$ cat config.mk
export PLATFORM = sky130hd
export DESIGN_NAME = fetch_stage
export DESIGN_NICKNAME = d
export VERILOG_FILES = /design/src/rtl/fetch_stage.sv
export SDC_FILE = /design/constraint.sdc
export NUM_CORES = 1
export LEC_CHECK = 0
export BUFFER_PORTS_ARGS = -buffer_cell sky130_fd_sc_hd__buf_4
export CAP_MARGIN = 20
export CORE_MARGIN = 1.5
export CORE_UTILIZATION = 35
export DETAILED_ROUTE_END_ITERATION = 7
export GPL_ROUTABILITY_DRIVEN = 0
export GPL_TIMING_DRIVEN = 1
export PLACE_DENSITY = 0.69
export SKIP_CTS_REPAIR_TIMING = 1
export SLEW_MARGIN = 30
export SYNTH_ARGS = -nofsm -noshare
export SYNTH_HDL_FRONTEND = slang
export SYNTH_SLANG_ARGS = --single-unit
$ cat constraint.sdc
create_clock -name Clk -period 7.2 [get_ports Clk]
set_clock_uncertainty 0.05 [all_clocks]
set_input_delay 1.08 -clock Clk [delete_from_list [all_inputs] [get_ports Clk]]
set_output_delay 1.08 -clock Clk [all_outputs]
set_load 0.05 [all_outputs]
$ cat src/rtl/fetch_stage.sv
// fetch_stage: MIPS instruction-fetch stage plus the IF/ID pipeline register.
// Holds the PC, drives the combinational instruction memory address, and
// latches {instruction, PC+4, valid} for decode. Handles stalls, flushes,
// branch/jump redirects, misaligned-target detection and a fetch counter.
//
// Build option: define FETCH_DELAY_SLOT_EN for MIPS branch-delay-slot
// behaviour (the instruction after a redirect is kept). Left undefined, that
// instruction is squashed into a bubble.
module fetch_stage #(
  parameter logic [31:0] RESET_PC = 32'h00000000,
  parameter logic [31:0] NOP_WORD = 32'h00000000
) (
  input  logic        Clk,
  input  logic        Reset,
  input  logic        stall,
  input  logic        flush,
  input  logic        redirect,
  input  logic [31:0] redirect_target,
  input  logic [31:0] imem_data,
  output logic [31:0] imem_addr,
  output logic        imem_en,
  output logic [31:0] if_id_instr,
  output logic [31:0] if_id_pc4,
  output logic        if_id_valid,
  output logic        align_err,
  output logic [31:0] fetch_count
);

  typedef enum logic {RUN, REDIR} state_t;

  state_t      state_q, state_d;

  logic [31:0] pc_p0, pc_p0_d;
  logic [31:0] pc4_p0;

  logic [31:0] instr_p1, instr_p1_d;
  logic [31:0] pc4_p1, pc4_p1_d;
  logic        vld_p1, vld_p1_d;
  logic        align_q, align_d;
  logic [31:0] count_q, count_d;

  // ---- Stage p0: program counter and instruction-memory request ----
  assign pc4_p0    = pc_p0 + 32'd4;
  assign imem_addr = pc_p0;
  assign imem_en   = !Reset && !stall;

  // Next-state selection: stall holds everything, then redirect, flush, normal.
  always_comb begin
    pc_p0_d    = pc_p0;
    instr_p1_d = instr_p1;
    pc4_p1_d   = pc4_p1;
    vld_p1_d   = vld_p1;
    align_d    = align_q;
    state_d    = state_q;
    if (stall) begin
      state_d = state_q;
    end else if (redirect) begin
      pc_p0_d  = {redirect_target[31:2], 2'b00};
      align_d  = align_q | (redirect_target[1:0] != 2'b00);
      state_d  = REDIR;
      pc4_p1_d = pc4_p0;
`ifdef FETCH_DELAY_SLOT_EN
      // Delay slot: the sequential instruction still executes; flush is ignored.
      instr_p1_d = imem_data;
      vld_p1_d   = 1'b1;
`else
      // No delay slot: the instruction behind the branch is squashed.
      instr_p1_d = NOP_WORD;
      vld_p1_d   = 1'b0;
`endif
    end else if (flush) begin
      pc_p0_d    = pc4_p0;
      instr_p1_d = NOP_WORD;
      pc4_p1_d   = pc4_p0;
      vld_p1_d   = 1'b0;
      state_d    = RUN;
    end else begin
      pc_p0_d    = pc4_p0;
      instr_p1_d = imem_data;
      pc4_p1_d   = pc4_p0;
      vld_p1_d   = 1'b1;
      state_d    = RUN;
    end
  end

  // The counter only advances on edges that actually load a real instruction.
  assign count_d = count_q + {31'd0, (!stall && vld_p1_d)};

  // ---- Stage p1: IF/ID register, PC update, sticky flags and FSM state ----
  always_ff @(posedge Clk) begin
    if (Reset) begin
      pc_p0    <= RESET_PC;
      instr_p1 <= NOP_WORD;
      pc4_p1   <= 32'd0;
      vld_p1   <= 1'b0;
      align_q  <= 1'b0;
      count_q  <= 32'd0;
      state_q  <= RUN;
    end else begin
      pc_p0    <= pc_p0_d;
      instr_p1 <= instr_p1_d;
      pc4_p1   <= pc4_p1_d;
      vld_p1   <= vld_p1_d;
      align_q  <= align_d;
      count_q  <= count_d;
      state_q  <= state_d;
    end
  end

  assign if_id_instr = instr_p1;
  assign if_id_pc4   = pc4_p1;
  assign if_id_valid = vld_p1;
  assign align_err   = align_q;
  assign fetch_count = count_q;

endmodule

==> impl_metrics.env <==
export IMPL_drc=0
export IMPL_synthDominantCellAreaShare=0.427
export IMPL_worstHoldPathCells=2
export IMPL_globalRouteOverflowTotal=0
export IMPL_clkPwrFrac=0.457
export IMPL_groute_layer_met3_usage=0.0621
export IMPL_timing_reg2reg_setup_slack_ps=4430
export IMPL_max_slew_worst_pin_slew_ps=985
export IMPL_globalRouteMet1Util=0.286
export IMPL_std_cell_rows=47
export IMPL_final_period_minus_worst_setup_slack_ps=3990
export IMPL_worstReg2RegStart="imem_addr[2]"
export IMPL_synth_seq_cells=126
export IMPL_tritoncts_clock_tree="done"
export IMPL_via_count=6023
export IMPL_element_type_at_the_critical_path_start="input port"
export IMPL_clock_root_buffer="clkbuf_16"
export IMPL_hold_violations=0
export IMPL_dr_first_iter_drc_count=391
export IMPL_clkLatencyLatePin_ps=420
export IMPL_drt_wl_total_mm=18.1
export IMPL_reg2reg_to="if_id_pc4[26]"
export IMPL_number_of_buffers_added_on_ports=195
export IMPL_average_footprint_of_a_synthesized_cell_um2=8.55
export IMPL_worstPathArrival_ps=2860
export IMPL_hold_path_class="reg2reg"
export IMPL_synth_commonest_cells="dfxtp_1, nand2_1, nor2_1"
export IMPL_yosys_area_top_type="dfxtp_1"
export IMPL_final_net_count=918
export IMPL_synthTopCellsByArea="dfxtp_1, a22o_1, nand2_1"
export IMPL_ioPinCount=200
export IMPL_yosysUniqueCellTypes=57
export IMPL_internal_power_w=0.00133
export IMPL_syn2layout_area_growth_pct=35.7
export IMPL_n_antenna_cell=0
export IMPL_synthFlopType="dfxtp_1"
export IMPL_achievable_frequency_mhz=250
export IMPL_dpl_hpwl_mm=12.4
export IMPL_grt_first_pass_wirelength_mm=29.3
export IMPL_result_of_the_run="finished clean"
export IMPL_largest_net_degree_at_the_start_of_global_routing=78
export IMPL_critical_path_type="in2out"
export IMPL_leakagePower_nw=3.19
export IMPL_synth_yosys_seq_area_share=0.427
export IMPL_holdPathEnd="align_err"
export IMPL_global_route_usage_total=0.208
export IMPL_synthesis_instances=692
export IMPL_met2_usage=0.310
export IMPL_setup_tns_final_ps=0
export IMPL_final_layout_size_suffix_gt1_frac=0.275
export IMPL_finalSetupViolations=0
export IMPL_antenna_found_initial=0
export IMPL_cts_max_level=4
export IMPL_via_count_of_the_first_global_routing_pass=5501
export IMPL_end_kind="output pin"
export IMPL_clkTransAtPathRegs_ps=60
export IMPL_r2r_worst_path_cells=5
export IMPL_core_mm2=0.0165
export IMPL_worst_path_max_fanout=77
export IMPL_cts_root_to_sink_buffers=2
export IMPL_power_density_cell_area_mw_per_mm2=230
export IMPL_cts_made_buffers=17
export IMPL_die_w_um=133
export IMPL_synth_cell_area_mm2=0.00591
export IMPL_floorplan_die_area_mm2=0.0177
export IMPL_clock_sinks=126
export IMPL_launch_instance_of_the_worst_min_delay_path="align_err"
export IMPL_final_min_period_over_clock_period=0.555
export IMPL_setup_ws_ps=3210
export IMPL_post_place_ws_ps=3200
export IMPL_floorplan_initialDensity=0.358
export IMPL_chipHeight_um=133
export IMPL_synth_warning_count=0
export IMPL_grt_setup_unrepaired="false"
export IMPL_route_detailed_wl_per_inst_um=16.8
export IMPL_power_switching_w=0.000515
export IMPL_hold_slack_ps=399
export IMPL_synth_edff_count=0
export IMPL_peakVddDrop_mv=0.154
export IMPL_drt_first_pass_iters=5
export IMPL_timing_critical_path_required_ps=6070
export IMPL_top_usage_layer="met2"
export IMPL_p_sw_frac=0.279
export IMPL_ant_nets=0
export IMPL_cell_with_the_most_instances_after_synthesis="dfxtp_1"
export IMPL_maxCapViolations=0
export IMPL_max_slew_margin=0.340
export IMPL_share_of_flip_flops_with_an_asynchronous_set_or_reset_after_synthesis=0
export IMPL_slew_viol_final=0
export IMPL_viasPerCell=5.59
export IMPL_comb_power_share=0.135
export IMPL_fin_area_mm2=0.00802
export IMPL_place_area_mm2=0.00745
export IMPL_power_frac_seq=0.409
[power by group through the flow]
stage / logic (W) / registers (W) / clock network, W
finish: 0.000249 / 0.000755 / 0.000844
detailed placement: 0.000250 / 0.000769 / 0
floorplan: 0.0000859 / 0.000840 / 0
global route: 0.000264 / 0.000759 / 0.000894
global placement: 0.000246 / 0.000769 / 0
CTS: 0.000251 / 0.000754 / 0.000862
[cells by family (layout without fill, tap and decap cells)]
group           Yosys count  in the layout  synth area share
other cells               1              4          0.000634
fa+ha+maj                 3              3           0.00635
xor+xnor                 20             20            0.0296
simple gates            266            266             0.240
mux                       2              2           0.00339
compound gates          199            199             0.241
flops                   126            126             0.427
buf+inv                  75            238            0.0527
[worst max path at each step]
stage | from | to | slack [ps] | cells past startpoint
2_1_floorplan | stall | fetch_count[28] | 3640 | 10
3_3_place_gp | Reset | imem_en | 3230 | 4
3_5_place_dp | Reset | imem_en | 3200 | 4
4_1_cts | Reset | imem_en | 3200 | 4
5_1_grt | Reset | imem_en | 3070 | 4
6_report | Reset | imem_en | 3210 | 4
[flip-flops by register name, indices dropped and copies added (netlist names)]
register / cells
align_err: 1
fetch_count: 32
if_id_instr: 32
if_id_pc4: 30
if_id_valid: 1
imem_addr: 30
[cell usage in the layout, fill, tap and decap left out, drive strengths merged, types with 5 or more instances in the layout]
master / instances
a311oi: 7
inv: 7
and2: 5
clkbuf: 21
a22o: 35
buf: 198
nor3: 20
a21oi: 32
and4: 11
o21a: 5
nor2: 50
xnor2: 12
nand4: 20
clkinv: 7
o31ai: 14
dfxtp: 126
nor2b: 5
xor2: 8
and3: 14
a211oi: 13
o211ai: 11
nand2: 50
a31oi: 7
o221ai: 5
nand3: 38
or4: 19
a22oi: 9
nor4: 8
or3: 16
o21ai: 34
[area by class of cell]
type | instances | area [µm²]
clock inverter | 10 | 115
tap | 220 | 275
clock buffer | 21 | 460
fill | 1623 | 8500
timing repair buffer | 198 | 1510
inverter | 9 | 33.8
sequential | 126 | 2520
multi-input combinational | 494 | 3110
[metal layers]
metal,wire length (µm),share of wire,vias up
met2,8060,0.45,275
met4,359,0.020,0
met5,0,0,-
li1,-,-,2922
met1,8170,0.45,2800
met3,1510,0.084,26
[critical path, stage by stage]
cell	delay, ps
buf_4	630
or2_2	470
inv_1	340
buf_4	300
[per-stage QoR]
| stage | total power [W] | std cells | util |
|---|---|---|---|
| after floorplan | 0.000926 | 695 | - |
| after global placement | 0.00102 | 1046 | 0.449 |
| after detailed placement | 0.00102 | 1047 | 0.451 |
| after CTS | 0.00187 | 1078 | 0.486 |
| after global routing | 0.00192 | 1078 | 0.486 |
| final | 0.00185 | 1078 | 0.486 |
(Power assumes the default switching activity.)
